File: src/rtl/snd_cmd_if.sv
// 68000 -> Z80 sound command latch, Z80 IRQ on SNDON rising edge, fractional 3.58 MHz clock enable.
// Define SND_CMD_FIFO_EN to replace the single command latch with a 4-deep FIFO.
module snd_cmd_if #(
    parameter int CE_NUM = 179,
    parameter int CE_DEN = 1200,
    parameter int ACC_W  = 11
) (
    input  logic       clk_main,
    input  logic       nRESET,
    input  logic       SNDDT,
    input  logic       SNDON,
    input  logic [7:0] m68k_dout_lo,
    input  logic       z80_m1_n,
    input  logic       z80_iorq_n,
    input  logic       z80_cmd_rd_n,
    output logic       z80_ce,
    output logic [7:0] z80_cmd,
    output logic       z80_int_n,
    output logic       cmd_pending,
    output logic       cmd_overrun
);

    logic [ACC_W-1:0] acc_q, acc_d, sum;
    logic             ce_q, ce_d;
    logic             snddt_dly_q, sndon_dly_q, rd_dly_q;
    logic [7:0]       cmd_q, cmd_d;
    logic             irq_q, irq_d;
    logic             int_n_q, int_n_d;
    logic             pend_q, pend_d;
    logic             ovr_q, ovr_d;
    logic             wr_edge, rd_edge, son_rise, iack;

`ifdef SND_CMD_FIFO_EN
    logic [7:0] mem_q [4];
    logic [7:0] mem_d [4];
    logic [1:0] rp_q, rp_d, wp_q, wp_d;
    logic [2:0] cnt_q, cnt_d;
    logic       do_push, do_pop;
`endif

    always_comb begin
        sum      = acc_q + ACC_W'(CE_NUM);
        acc_d    = sum;
        ce_d     = 1'b0;
        if (sum >= ACC_W'(CE_DEN)) begin
            acc_d = sum - ACC_W'(CE_DEN);
            ce_d  = 1'b1;
        end

        wr_edge  = snddt_dly_q & ~SNDDT;
        rd_edge  = rd_dly_q & ~z80_cmd_rd_n;
        son_rise = ~sndon_dly_q & SNDON;
        // IACK is qualified by the enable the Z80 is actually running on this cycle
        iack     = ce_q & ~z80_m1_n & ~z80_iorq_n;

        irq_d    = son_rise ? 1'b1 : (iack ? 1'b0 : irq_q);
        int_n_d  = ~irq_d;

        cmd_d    = cmd_q;
        pend_d   = pend_q;
        ovr_d    = ovr_q;
`ifdef SND_CMD_FIFO_EN
        mem_d    = mem_q;
        rp_d     = rp_q;
        wp_d     = wp_q;
        cnt_d    = cnt_q;
        do_pop   = rd_edge & (cnt_q != 3'd0);
        // A full FIFO still accepts the push when a pop frees the head slot this cycle
        do_push  = wr_edge & ((cnt_q != 3'd4) | do_pop);
        if (wr_edge & ~do_push) ovr_d = 1'b1;
        if (do_pop) rp_d = rp_q + 2'd1;
        if (do_push) begin
            mem_d[wp_q] = m68k_dout_lo;
            wp_d        = wp_q + 2'd1;
        end
        case ({do_push, do_pop})
            2'b10:   cnt_d = cnt_q + 3'd1;
            2'b01:   cnt_d = cnt_q - 3'd1;
            default: cnt_d = cnt_q;
        endcase
        pend_d = (cnt_d != 3'd0);
        if (cnt_d != 3'd0) cmd_d = mem_d[rp_d];
`else
        if (wr_edge) begin
            cmd_d  = m68k_dout_lo;
            pend_d = 1'b1;
            if (pend_q & ~rd_edge) ovr_d = 1'b1;
        end else if (rd_edge) begin
            pend_d = 1'b0;
        end
`endif
    end

    always_ff @(posedge clk_main or negedge nRESET) begin
        if (!nRESET) begin
            acc_q       <= '0;
            ce_q        <= 1'b0;
            snddt_dly_q <= 1'b1;
            sndon_dly_q <= 1'b0;
            rd_dly_q    <= 1'b1;
            cmd_q       <= 8'h00;
            irq_q       <= 1'b0;
            int_n_q     <= 1'b1;
            pend_q      <= 1'b0;
            ovr_q       <= 1'b0;
        end else begin
            acc_q       <= acc_d;
            ce_q        <= ce_d;
            snddt_dly_q <= SNDDT;
            sndon_dly_q <= SNDON;
            rd_dly_q    <= z80_cmd_rd_n;
            cmd_q       <= cmd_d;
            irq_q       <= irq_d;
            int_n_q     <= int_n_d;
            pend_q      <= pend_d;
            ovr_q       <= ovr_d;
        end
    end

`ifdef SND_CMD_FIFO_EN
    always_ff @(posedge clk_main or negedge nRESET) begin
        if (!nRESET) begin
            for (int i = 0; i < 4; i++) mem_q[i] <= 8'h00;
            rp_q  <= 2'd0;
            wp_q  <= 2'd0;
            cnt_q <= 3'd0;
        end else begin
            mem_q <= mem_d;
            rp_q  <= rp_d;
            wp_q  <= wp_d;
            cnt_q <= cnt_d;
        end
    end
`endif

    assign z80_ce      = ce_q;
    assign z80_cmd     = cmd_q;
    assign z80_int_n   = int_n_q;
    assign cmd_pending = pend_q;
    assign cmd_overrun = ovr_q;

endmodule

File: config.mk
export PLATFORM = sky130hd
export DESIGN_NAME = snd_cmd_if
export DESIGN_NICKNAME = d
export VERILOG_FILES = /design/src/rtl/snd_cmd_if.sv
export SDC_FILE = /design/constraint.sdc
export NUM_CORES = 1
export LEC_CHECK = 0
export ABC_CLOCK_PERIOD_IN_PS = 6000
export CORE_MARGIN = 1.5
export CORE_UTILIZATION = 42
export CTS_CLUSTER_DIAMETER = 100
export CTS_CLUSTER_SIZE = 40
export DETAILED_ROUTE_END_ITERATION = 8
export MAX_ROUTING_LAYER = met4
export PLACE_DENSITY = 0.63
export SYNTH_ARGS = -nofsm -noshare
export SYNTH_HDL_FRONTEND = slang
export SYNTH_SLANG_ARGS = --single-unit
File: constraint.sdc
create_clock -name clk_main -period 6 [get_ports clk_main]
set_input_delay 1.2 -clock clk_main [delete_from_list [all_inputs] [get_ports clk_main]]
set_output_delay 1.2 -clock clk_main [all_outputs]
set_load 0.02 [all_outputs]
# Word-level counts from Yosys, hierarchy flattened
# Cells that the tools add are included.
# classes
n_addsub,2
order_cmp,1
n_mux,6
bitwise_logic,13
n_reduce_logical,2
# op_table
cell,count
$add 11x8->11 const B,1
$ge 11x11->1 const B,1
$mux 11,1
$sub 11x11->11 const B,1
$not 1->1,7
$and 1x1->1,6
$mux 1,5
$reduce_and 2->1,1
$reduce_bool 2->1,1
# word_totals
ff_bits,27
out_inout_bits,12
elab_cells,34

# Longest topological paths before layout
# Gate-level depths: netlist (run 1).
# logic_depth
word_depth,6
ltp_mapped,9

# Least setup slack after synthesis (run 1)
# No wires, ideal clock.
# synth_path
path_type,register to register
start,reg acc_q[0]
end,reg acc_q[5]
setup_ns,0.125
arrival_ns,2.099
t_required_ns,5.875
path_slack_ns,3.776
path_stages_with_launch,10
synth_period_minus_slack_ns,2.224
path_cell_list,dfrtp_1 > inv_1 > ha_1 > nand3b_4 > xor2_1 > ha_1 > o211ai_1 > o21bai_4 > o21ai_4 > mux2_4
# synth_between
elab_chain_len,3
# synth_lines
element,line_no,text
start: declaration,23,"logic [ACC_W-1:0] acc_q, acc_d, sum;"
start signal: assignment,96,acc_q <= '0;
start signal: assignment,107,acc_q <= acc_d;
$add 11x8->11 (*),42,sum = acc_q + ACC_W'(CE_NUM);
$sub 11x11->11 or $ge 11x11->1 (tied branches),"46, 45",
$mux 11 (*),45,if (sum >= ACC_W'(CE_DEN)) begin
net acc_d[5],23,
# The timed path passes the listed nets; every way through them passes the cells marked *.
# A chain may end at the register's enable or synchronous reset.

# Worst setup path after layout (run 1)
# layout_path
start,"reg int_n_q, in the netlist z80_int_n"
end,out z80_int_n
# layout_rtl
element,line_no,text
start: declaration,28,"logic int_n_q, int_n_d;"
start signal: assignment,114,int_n_q <= int_n_d;
end: declaration,18,"output logic z80_int_n,"
# No word-level cell between the ends.

==> flow_summary_export.csv, run 1 <==
group,metric,value,unit
critical_path,crit_chain,"clkdlybuf4s50_1",
logic_synthesis,synth_enable_flop_cells,0,
logic_synthesis,synth_top_area_cell,"dfrtp_1",
timing,finalHoldViolations,0,
hold_path,whs_endpoint,"irq_q",
critical_path,crit_arrival,1.45,ns
hold_path,hp-class,"reg -> reg",
power,p_leak,0.000825,uW
power,p_int,243,uW
clock_tree,cts_resized,0,
critical_path,critPathKind,"reg -> out",
placed_design,dp_slack,3.52,ns
placed_design,placedCellCount,216,
clock_tree,clk_pin_slew,0.14,ns
critical_path,reg2regPathDepth,9,
logic_synthesis,netlist_area,1510,sq um
route,wl,2760,um
power,p_sw,80.0,uW
die,start_util,44.6,%
critical_path,path_buf_inv,1,
route,via_per_inst,5.04,
cells_and_area,diodes,0,
critical_path,start_kind,"flop",
die,die_y,63.0,um
global_route,grt_pass1_wl,4770,um
global_route,grt_usage,15.2,%
power,clockPowerShare,23.9,%
clock_tree,clock_sinks,27,
timing,finalWorstSetupSlack,3.35,ns
critical_path,cp_slowest_stage_delay,0.59,ns
power,powerDensity,177,nW/um^2
logic_synthesis,syn_nets,168,
cells_and_area,layout.cells.non_filler,220,
route,drt_iter0_markers,24,
hold_path,min_from,"sndon_dly_q",
die,die_x,63.0,um
timing,fin_crit_sh,44.2,%
route,antenna_left,0,
critical_path,r2r_setup_slack,3.49,ns
clock_tree,post_cts_buffers,0,
critical_path,rr_endpoint,"acc_q[5]",
die,dieArea,3970,sq um
logic_synthesis,synth.top_cells.by_area,"dfrtp_1, nand2_1, dfstp_2, xnor2_1, xor2_1",
logic_synthesis,synth-seq-cells,27,
timing,slew_headroom,67.8,%
logic_synthesis,yosysWarnings,0,
run,drv_cap,0,
power,peakVddDrop,0.000134,V
critical_path,end_kind,"output pin",
timing,fin_crit,2.65,ns
timing,rsz0062_at_grt,"no",
die,num_rows,21,
timing,tightest_slew,0.482,ns
placed_design,io_buffers,26,
cells_and_area,nets,193,
critical_path,required,4.80,ns
hold_path,holdPathStages,1,
cells_and_area,area_delta_synth_final,20.8,%
route,num_vias,1109,
power,power,323,uW
critical_path,critPathSlowestCell,"clkdlybuf4s50_1",
clock_tree,cts_root_buffer,"clkbuf_4",
placed_design,gp_congestion,0.853,
clock_tree,cts-hold-fix-buffers,0,
global_route,grt_start_max_net_pins,28,
global_route,grt_overflow,0,
route,route.detailed.drc,0,
clock_tree,h-tree-depth,1,
clock_tree,clk_latency,0.32,ns
route,routedWlPerCell,12.5,um
status,status,"complete, no violations",
global_route,antenna_found_initial,0,
clock_tree,cts_tree,"yes",
critical_path,reg2reg_from,"acc_q[0]",
clock_tree,cts_buffers,3,
critical_path,cp_max_fo,1,
power,swShare,24.8,%
logic_synthesis,syn_avg_cell_area,10.1,sq um
global_route,grt_pass1_vias,1083,
timing,tns,0,ns
power,seq_power_share,60.7,%
logic_synthesis,synth_cell_types,42,
cells_and_area,drive_gt1_share,11.5,%
timing,fmaxAchievable,377,MHz
logic_synthesis,netlist.area_leader.share,39.7,%
power,combPwrFrac,15.4,%
die,core_area,3390,sq um
timing,slew_viol_final,0,
logic_synthesis,syn_inst,150,
logic_synthesis,yosysSeqAreaShare,44.9,%
route,first_pass_iters,4,
placed_design,dp_hpwl,2120,um
die,ios,27,
clock_tree,cts.path.max_buffers,2,
timing,skew,0.00705,ns
logic_synthesis,ys_async_sr_fraction,100,%
critical_path,worst_path_dominant_cell_family,"buffers and inverters",
logic_synthesis,synth_ff_type,"dfrtp_1",
timing,setup_viol,0,
-- Yosys cell counts (all sizes together), types with 4 or more instances --
| master | count |
|---|---|
| o21ai | 9 |
| nor2 | 7 |
| inv | 8 |
| a211oi | 4 |
| nand2 | 31 |
| o211ai | 5 |
| xor2 | 7 |
| buf | 5 |
| dfrtp | 24 |
| xnor2 | 6 |
-- registers in the layout, summed over array words and instances (netlist names) --
signal	cells
acc_q	11
z80_cmd	8
sndon_dly_q	1
snddt_dly_q	1
cmd_pending	1
irq_q	1
z80_ce	1
cmd_overrun	1
rd_dly_q	1
z80_int_n	1
-- layout make-up --
cell class,count,area (sq um)
Fill cell,296,1560
Multi-Input combinational cell,108,763
Sequential cell,27,679
Timing Repair Buffer,27,268
Tap cell,46,57.6
Inverter,8,30.0
Clock buffer,3,22.5
Clock inverter,1,7.51
-- how the worst max path moves through the flow --
stage,from,to,slack (ns),depth (start not counted)
2_1_floorplan,acc_q[0],acc_q[5],3.78,9
3_3_place_gp,acc_q[0],acc_q[5],3.65,9
3_5_place_dp,acc_q[0],acc_q[5],3.52,9
4_1_cts,z80_int_n,z80_int_n,3.33,1
5_1_grt,z80_int_n,z80_int_n,3.30,1
6_report,z80_int_n,z80_int_n,3.35,1
-- routing by layer --
metal	global-route usage (%)	wire length, um	up-vias
li1	-	-	557
met1	17.6	1260	525
met2	27.5	1360	25
met3	2.88	122	2
met4	2.50	13	0
met5	-	0	-
-- metrics by stage --
| stage | util, % | area (sq um) | hold WS [ns] |
|---|---|---|---|
| after CTS | 53.9 | 1830 | 0.470 |
| final | 53.9 | 1830 | 0.467 |
| after global routing | 53.9 | 1830 | 0.497 |
| after floorplan | - | 1510 | 0.429 |
| after detailed placement | 53.0 | 1800 | 0.450 |
| after global placement | 53.0 | 1800 | 0.431 |
-- cells in the final DEF, fill, tap and decap left out, types with 2 or more instances in the layout --
| cell | synthesis | layout |
|---|---|---|
| o21bai_1 | 2 | 2 |
| o21ai_0 | 7 | 7 |
| nand2b_1 | 3 | 3 |
| nand2_1 | 31 | 31 |
| dfstp_2 | 3 | 3 |
| or3_1 | 2 | 2 |
| inv_1 | 8 | 8 |
| clkdlybuf4s50_1 | 0 | 26 |
| nor3_1 | 2 | 2 |
| ha_1 | 3 | 3 |
| a21oi_1 | 2 | 2 |
| nor2b_1 | 2 | 2 |
| nor3b_1 | 3 | 3 |
| dfrtp_1 | 24 | 24 |
| nor2_1 | 7 | 7 |
| xor2_1 | 6 | 6 |
| a21boi_0 | 2 | 2 |
| and3_1 | 2 | 2 |
| clkbuf_4 | 0 | 3 |
| xnor2_1 | 6 | 6 |
| a211oi_2 | 4 | 4 |
| o211ai_1 | 5 | 5 |
-- power by group through the flow --
stage	combinational [uW]	sequential, uW	clock [uW]
floorplan	8.90	210	0
global placement	49.9	199	0
detailed placement	50.5	200	0
CTS	50.6	196	81.8
global route	54.1	198	88.2
finish	49.7	196	77.1
-- logic make-up (layout without fill, tap and decap cells) --
| kind of cell | after synthesis | after routing | share of synthesized area (%) |
|---|---|---|---|
| AOI/OAI and AO/OA | 31 | 31 | 17.1 |
| xor gates and xnor gates | 13 | 13 | 8.77 |
| adders and majority gates | 3 | 3 | 2.48 |
| buffers and inverters | 15 | 39 | 4.63 |
| DFF | 27 | 27 | 44.9 |
| muxes | 2 | 2 | 1.65 |
| and+or+nand+nor | 59 | 59 | 20.4 |
Note: power is estimated with default switching activity, not from simulation.
==> run 2, diff against run 1 <==
Settings changed: ABC_CLOCK_PERIOD_IN_PS 6000 to 2230, PLACE_DENSITY 0.63 to 0.66.
Clock period 6 ns to 2.23 ns, I/O delays scaled along.
==> run 2 against run 1 <==
Compared with the run above:
- hold slack better by 0.0045 ns
- clock-buffer cell count stayed put
- critical path depth is 8 higher
- non-clock buffer count is 14 higher
- via count is 5.7% higher
- combinational power grew to 2.7 times the previous value
- clock skew hardly changed
- sequential share of layout area is 2.6 points lower
- register-to-register slack worse by 3.4 ns
- sequential power grew to 2.7 times the previous value
==> flow_summary_export.csv, run 2 (synthesized netlist as in run 1, its figures left out) <==
group,metric,value,unit
timing,finalHoldViolations,0,
clock_tree,cts_tree,"yes",
clock_tree,cts-hold-fix-buffers,0,
cells_and_area,top_register,"acc_q",
clock_tree,clock_sinks,27,
route,drt_iter0_markers,40,
power,seq_power_share,59.7,%
clock_tree,cts_root_buffer,"clkbuf_4",
critical_path,reg2reg_from,"acc_q[1]",
critical_path,required,2.47,ns
die,core_area,3390,sq um
die,num_rows,21,
global_route,antenna_found_initial,0,
timing,skew,0.00700,ns
timing,fin_crit,2.11,ns
power,peakVddDrop,0.000184,V
critical_path,critPathCapture,"acc_q[5]",
die,ios,27,
die,die_x,63.0,um
cells_and_area,nets,207,
route,num_vias,1172,
critical_path,r2r_setup_slack,0.12,ns
cells_and_area,drive_gt1_share,20.7,%
route,routedWlPerCell,12.9,um
placed_design,placedCellCount,227,
critical_path,start_kind,"flop",
power,p_leak,0.000880,uW
timing,fmaxAchievable,474,MHz
cells_and_area,final_cell_mix,"nand2_1, clkdlybuf4s50_1, dfrtp_1, buf_4",
timing,slew_headroom,69.3,%
timing,tns,0,ns
power,p_int,655,uW
placed_design,dp_hpwl,2250,um
critical_path,crit_arrival,2.35,ns
critical_path,reg2regPathDepth,9,
placed_design,place_area,1880,sq um
clock_tree,cts_buffers,3,
global_route,grt_usage,16.5,%
route,antenna_left,0,
cells_and_area,fillers,285,
power,powerDensity,451,nW/um^2
power,p_sw,231,uW
die,start_util,44.6,%
cells_and_area,layout.cells.non_filler,234,
global_route,grt_pass1_vias,1140,
critical_path,critPathKind,"reg -> reg",
power,power,885,uW
global_route,grt_overflow,0,
run,drv_cap,0,
power,swShare,26.1,%
critical_path,setup.worst_path.start,"acc_q[1]",
route,route.detailed.drc,0,
status,status,"complete, no violations",
route,via_per_inst,5.01,
critical_path,cp_max_fo,7,
power,combPwrFrac,15.1,%
clock_tree,clk_pin_slew,0.16,ns
cells_and_area,area_delta_synth_final,29.8,%
global_route,grt_start_max_net_pins,28,
route,first_pass_iters,4,
hold_path,hp-class,"in -> async",
critical_path,end_kind,"flop",
timing,fin_crit_sh,94.6,%
cells_and_area,diodes,0,
cells_and_area,largest_register_ffs,11,
die,die_y,63.0,um
cells_and_area,final_common_cell,"nand2_1",
placed_design,gp_congestion,0.810,
placed_design,io_buffers,26,
cells_and_area,fin_area,1960,sq um
critical_path,rr_endpoint,"acc_q[5]",
clock_tree,clk_latency,0.33,ns
global_route,grt_pass1_wl,5090,um
die,dieArea,3970,sq um
clock_tree,h-tree-depth,1,
power,clockPowerShare,25.2,%
timing,setup_viol,0,
timing,tightest_slew,0.460,ns
timing,slew_viol_final,0,
route,wl,3030,um
clock_tree,cts.path.max_buffers,2,
run 2: cell count changes in the layout (fill, tap and decap cells not counted), sizes merged:
cell  previous run  this run
buf              1        15
run 2: layout make-up:
cell class,instances,area [sq um],area share [%]
tap,46,57.6,2.93
clock inverter,1,7.51,0.382
sequential,27,679,34.6
inverter,8,30.0,1.53
multi-input combinational,108,793,40.4
timing repair buffer,41,373,19.0
clock buffer,3,22.5,1.15
run 2: how the worst min path moves through the flow:
stage                startpoint  slack [ns]  cells past startpoint       end
floorplan                nRESET        0.15                      0  acc_q[0]
global placement    sndon_dly_q        0.44                      1     irq_q
detailed placement  sndon_dly_q        0.46                      1     irq_q
CTS                    acc_q[0]        0.47                      1  acc_q[0]
global route             nRESET        0.50                      2  acc_q[7]
finish                   nRESET        0.47                      2  acc_q[5]
run 2: per-layer routing:
layer	global-route usage [%]	up-vias	wire length, um
met5	-	-	0
met3	2.70	5	131
met1	20.2	550	1340
met4	5.00	0	40
met2	27.9	32	1510
li1	-	585	-
run 2: per-stage QoR:
| step | hold WS, ns | utilization, % | worst slack [ns] |
|---|---|---|---|
| after floorplan | 0.150 | - | 0.00606 |
| after detailed placement | 0.462 | 55.5 | -0.0300 |
| after global placement | 0.439 | 55.5 | 0.0720 |
| after CTS | 0.469 | 57.1 | 0.0257 |
| after global routing | 0.503 | 57.9 | -0.00360 |
| final | 0.471 | 57.9 | 0.120 |
run 2: timing repair:
action / in CTS / in global routing
resized for setup: 4 / 4
endpoints found under the setup margin: 1 / 4
pin swaps: 2 / 2
buffers inserted: 1 / 2
run 2: power groups by stage:
stage          combinational [uW]  sequential [uW]  clock (uW)
3_3_place_gp                  134              536           0
3_5_place_dp                  136              538           0
2_1_floorplan                23.9              565           0
5_1_grt                       146              532         245
4_1_cts                       137              529         229
6_report                      134              528         223
run 2: worst max-delay path, cell delays in order (launching register included):
cell and delay [ns]:
dfrtp_1 0.40, buf_4 0.16, o211a_4 0.27, o21ai_1 0.12, o21ai_1 0.10, ha_2 0.20, o211ai_1 0.16, o21bai_4 0.13
o21ai_4 0.18, mux2_4 0.30
